## src/rtl/bus_map_pkg.sv

```systemverilog
// Shared definitions for the 6502 bus map: regions, wait-FSM states,
// default wait counts and the address-to-region decode.
package bus_map_pkg;

  typedef enum logic [1:0] {
    REG_RAM      = 2'd0,
    REG_IO       = 2'd1,
    REG_ROM      = 2'd2,
    REG_UNMAPPED = 2'd3
  } region_e;

  typedef enum logic [0:0] {
    ST_IDLE = 1'b0,
    ST_WAIT = 1'b1
  } wait_state_e;

  localparam int RAM_WAIT_DEFAULT = 0;
  localparam int IO_WAIT_DEFAULT  = 3;
  localparam int ROM_WAIT_DEFAULT = 2;

  // addr_hi is A15..A11; the 0x4000-0x47FF hole is deliberately unmapped.
  function automatic region_e decode_region(input logic [4:0] addr_hi);
    region_e r;
    if (addr_hi[4])
      r = REG_ROM;
    else if (!addr_hi[3])
      r = REG_RAM;
    else if (addr_hi[2:0] != 3'b000)
      r = REG_IO;
    else
      r = REG_UNMAPPED;
    return r;
  endfunction

endpackage

```

## src/rtl/bus_region_decode.sv

```systemverilog
// Pure combinational region map from A15..A11, shared with bus monitors.
module bus_region_decode
  import bus_map_pkg::*;
(
  input  logic [4:0] addr_hi,
  output logic [1:0] region
);

  assign region = decode_region(addr_hi);

endmodule

```

## src/rtl/bus_wait_ctrl.sv

```systemverilog
// Wait-state controller: classifies each 6502 bus cycle on the phi2 rise and
// holds RDY low for a per-region, software-configurable number of phase cycles.
module bus_wait_ctrl
  import bus_map_pkg::*;
#(
  parameter int WAIT_W       = 4,
  parameter int RAM_WAIT_DEF = RAM_WAIT_DEFAULT,
  parameter int IO_WAIT_DEF  = IO_WAIT_DEFAULT,
  parameter int ROM_WAIT_DEF = ROM_WAIT_DEFAULT
) (
  input  logic              clk,
  input  logic              rst,
  input  logic              phi2,
  input  logic [4:0]        addr_hi,
  input  logic              io_ack,
  input  logic              cfg_we,
  input  logic [1:0]        cfg_sel,
  input  logic [WAIT_W-1:0] cfg_data,
  output logic              rdy,
  output logic              cycle_start,
  output logic [1:0]        region,
  output logic              busy,
  output logic              unmapped_err
);

  localparam logic [0:0] IDLE = ST_IDLE;
  localparam logic [0:0] WAIT = ST_WAIT;

  logic [0:0]        state;
  logic              phi2_q;
  logic              rise;
  logic [1:0]        dec_region;
  logic [WAIT_W-1:0] cnt;
  logic [WAIT_W-1:0] ram_wait;
  logic [WAIT_W-1:0] io_wait;
  logic [WAIT_W-1:0] rom_wait;
  logic [WAIT_W-1:0] load_val;

  bus_region_decode u_decode (
    .addr_hi (addr_hi),
    .region  (dec_region)
  );

  assign rise = phi2 & ~phi2_q;

  // Config registers are read before this edge's write lands, so a write in
  // the same clk as a rise leaves that cycle on the old wait count.
  always_comb begin
    load_val = '0;
    case (dec_region)
      REG_RAM: load_val = ram_wait;
      REG_IO:  load_val = io_wait;
      REG_ROM: load_val = rom_wait;
      default: load_val = '0;
    endcase
  end

  // Handshake: rdy=0 stalls the CPU; io_ack is a single-clk pulse honoured
  // only while waiting on an I/O cycle, and rdy rises on the following edge.
  always_ff @(posedge clk) begin
    if (rst) begin
      state        <= IDLE;
      phi2_q       <= 1'b0;
      cnt          <= '0;
      cycle_start  <= 1'b0;
      region       <= REG_RAM;
      unmapped_err <= 1'b0;
      ram_wait     <= WAIT_W'(RAM_WAIT_DEF);
      io_wait      <= WAIT_W'(IO_WAIT_DEF);
      rom_wait     <= WAIT_W'(ROM_WAIT_DEF);
    end else begin
      phi2_q      <= phi2;
      cycle_start <= 1'b0;

      if (cfg_we) begin
        case (cfg_sel)
          2'd0:    ram_wait <= cfg_data;
          2'd1:    io_wait  <= cfg_data;
          2'd2:    rom_wait <= cfg_data;
          default: ;
        endcase
      end

      case (state)
        IDLE: begin
          if (rise) begin
            cycle_start <= 1'b1;
            region      <= dec_region;
            cnt         <= load_val;
            if (dec_region == REG_UNMAPPED)
              unmapped_err <= 1'b1;
            if (load_val != '0)
              state <= WAIT;
          end
        end
        WAIT: begin
          if (io_ack && region == REG_IO) begin
            state <= IDLE;
            cnt   <= '0;
          end else if (rise && cnt != '0) begin
            cnt <= cnt - WAIT_W'(1);
            if (cnt == WAIT_W'(1))
              state <= IDLE;
          end
        end
        default: state <= IDLE;
      endcase
    end
  end

  assign busy = (state == WAIT);
  assign rdy  = ~busy;

endmodule

```

## config.mk

```make
export PLATFORM = sky130hd
export DESIGN_NAME = bus_wait_ctrl
export DESIGN_NICKNAME = d
export VERILOG_FILES = /design/src/rtl/bus_map_pkg.sv /design/src/rtl/bus_region_decode.sv /design/src/rtl/bus_wait_ctrl.sv
export SDC_FILE = /design/constraint.sdc
export NUM_CORES = 1
export LEC_CHECK = 0
export ABC_AREA = 0
export CAP_MARGIN = 10
export CORE_ASPECT_RATIO = 0.6
export CORE_MARGIN = 3
export CORE_UTILIZATION = 45
export DETAILED_ROUTE_END_ITERATION = 10
export PLACE_DENSITY = 0.79
export SKIP_LAST_GASP = 1
export SLEW_MARGIN = 30
export SYNTH_ARGS = -nofsm -noshare
export SYNTH_HDL_FRONTEND = slang
export SYNTH_SLANG_ARGS = --single-unit
export TNS_END_PERCENT = 50
```

## constraint.sdc

```tcl
create_clock -name clk -period 2.2 [get_ports clk]
set_clock_uncertainty 0.1 [all_clocks]
set_input_delay 0.66 -clock clk [delete_from_list [all_inputs] [get_ports clk]]
set_output_delay 0.66 -clock clk [all_outputs]
set_load 0.005 [all_outputs]
```

==> impl_metrics.tcl <==
set metrics [dict create \
    worst-path-max-fanout 9 \
    post_cts_buffers 0 \
    clock_sinks 22 \
    leakagePower_nw 0.575 \
    synth_warnings 0 \
    vias_per_cell 5.62 \
    io_buffers 21 \
    endpoint "rdy" \
    grt_pass1_vias 928 \
    clk_pin_slew_worst_paths_ns 0.07 \
    avgRoutedWirePerCell_um 15.3 \
    antenna_found_initial 0 \
    hold_buffers 0 \
    drtIter0Drc 38 \
    clk_path_buf_depth 2 \
    fin_area_um2 1420 \
    hp-class "reg2reg" \
    drive_above_1_share_pct 15.8 \
    ir_drop_uv 360 \
    routed_wl_um 2590 \
    synth_area_um2 1090 \
    area_growth_pct 29.6 \
    synth_ff_type "dfxtp_1" \
    cts_root_buf "clkbuf_8" \
    critPathKind "reg2out" \
    fillerInstances 183 \
    rr_startpoint "cnt[0]" \
    dieArea_um2 3070 \
    diodes 0 \
    drtPass1Iterations 4 \
    fmax_ghz 0.494 \
    finalHoldViolations 0 \
    fin_nets 159 \
    synthDistinctLibCells 34 \
    synth_area_per_cell_um2 9.84 \
    vias 950 \
    synth_top_cell_area_share_pct 40.3 \
    finalCriticalPeriod_ns 2.02 \
    cp.arrival_ns 1.26 \
    start_util_pct 49.0 \
    drtAntennaViolNets 0 \
    finalSetupTns_ns 0 \
    rows 13 \
    syn_inst 111 \
    syn_nets 129 \
    r2r_end "cnt[2]" \
    synth_area_leader_cell "dfxtp_1" \
    grt_start_max_net_pins 15 \
    reg2reg_slack_ns 0.46 \
    cts_tree "yes" \
    grtUsageTotal_pct 18.6 \
    relSlewSlack_pct 76.7 \
    required_ns 1.44 \
    placed_area_um2 1370 \
    endpoint_kind "output port" \
    ys_async_sr_fraction_pct 0 \
    setup_viol 0 \
    grt_pass1_wl_um 4380 \
    grt_setup_unrepaired "false" \
    die_w_um 69.6 \
    core-area_um2 2230 \
    crit_path_start_kind "flip-flop" \
    maxCapViolations 0 \
    clk_latency_ns 0.26 \
    total_power_mw 0.880 \
    slew_viol_final 0 \
    drc_errors 0 \
    cts_htree_levels 1 \
    tightest_slew_ns 0.348 \
    synth.area.top_cells "dfxtp_1 40%, mux2i_1 11%, nor2_1 4.5%, o31ai_2 3.4%, o311a_1 2.7%" \
    setup.worst_path.start "busy" \
    cts_resized 0 \
    grt_overflow 0 \
    fin_crit_sh_pct 91.9 \
    dp.final_hpwl_um 2010 \
    r2r_cells 6 \
    gp_congestion 0.842 \
    ys_seq_area_share_pct 40.3 \
    io_pins 22 \
    status "complete, no violations" \
    synth-edff-count 0 \
    cts_buffers 3 \
    fp.dieH_um 44.2 \
    synth-seq-cells 22 \
    final_util_pct 63.5 \
    p_per_area_nw_per_um2 622 \
]
worst min-delay path by stage:
stage,slack [ns],from,to,cells after the start
finish,0.38,region[1],region[1],2
global route,0.43,rom_wait[1],rom_wait[1],2
CTS,0.38,region[1],region[1],2
detailed placement,0.37,region[1],region[1],2
global placement,0.36,unmapped_err,unmapped_err,2
floorplan,0.34,rom_wait[1],rom_wait[1],2
registers in the layout, indices dropped and copies added (netlist names):
register / flops
io_wait: 4
phi2_q: 1
ram_wait: 4
unmapped_err: 1
cycle_start: 1
cnt: 4
rom_wait: 4
region: 2
busy: 1
power by group:
part,switching (mW),internal (mW),total [mW]
Combinational,0.0864,0.108,0.194
Clock,0.122,0.122,0.244
Sequential,0.0210,0.421,0.442
per-layer routing:
metal	track usage, %	up-vias	routed length (µm)
li1	-	460	-
met1	24.2	450	1250
met2	30.3	36	1150
met3	5.90	4	166
met4	5.45	0	20
met5	0	-	0
cell families (layout without fill, tap and decap cells):
logic type,count (synthesis),after routing,share of synthesized area (%)
and+or+nand+nor,40,40,21.5
AOI/OAI and AO/OA,25,25,20.2
DFF,22,22,40.3
muxes,12,12,11.0
buffers and inverters,9,37,3.89
adders and majority gates,2,2,2.29
xor gates and xnor gates,1,1,0.802
worst max-delay path: stages, from the launching register on:
cell and delay (ns):
dfxtp_2 0.37, inv_1 0.12, clkdlybuf4s50_1 0.51
cells in the mapped netlist (all sizes together), types with 3 or more instances:
master	count
a21oi	4
nor2	13
o31ai	3
o311a	3
inv	6
nand3b	4
o21ai	4
dfxtp	22
nand2	5
mux2i	12
nand2b	4
nor2b	4
cell usage in the layout (no fill, tap or decap), types with 2 or more instances in the layout:
cell / count
dfxtp_1: 21
clkdlybuf4s50_1: 21
nor2_1: 13
mux2i_1: 12
buf_4: 7
inv_1: 6
nand2_1: 5
nand3b_1: 4
nor2b_1: 4
nand2b_1: 4
o21ai_0: 4
a21oi_1: 4
o311a_1: 3
o31ai_2: 3
clkbuf_8: 3
o22a_2: 2
nor3_1: 2
a211oi_1: 2
nor3b_2: 2
ha_1: 2
cell type report:
cell class / count / area, µm² / area share, %
inverter: 6 / 22.5 / 1.59
multi-input combinational: 80 / 609 / 43.1
clock buffer: 3 / 41.3 / 2.92
sequential: 22 / 442 / 31.2
tap: 30 / 37.5 / 2.65
timing repair buffer: 28 / 263 / 18.6
through the flow:
step / instances / hold slack [ns] / setup slack [ns]
6_report: 169 / 0.378 / 0.178
5_1_grt: 169 / 0.432 / 0.123
4_1_cts: 169 / 0.383 / 0.0629
3_5_place_dp: 166 / 0.370 / -0.0875
3_3_place_gp: 166 / 0.356 / -0.0623
2_1_floorplan: 111 / 0.336 / 0.484
Power figures use the tool's default switching activity.
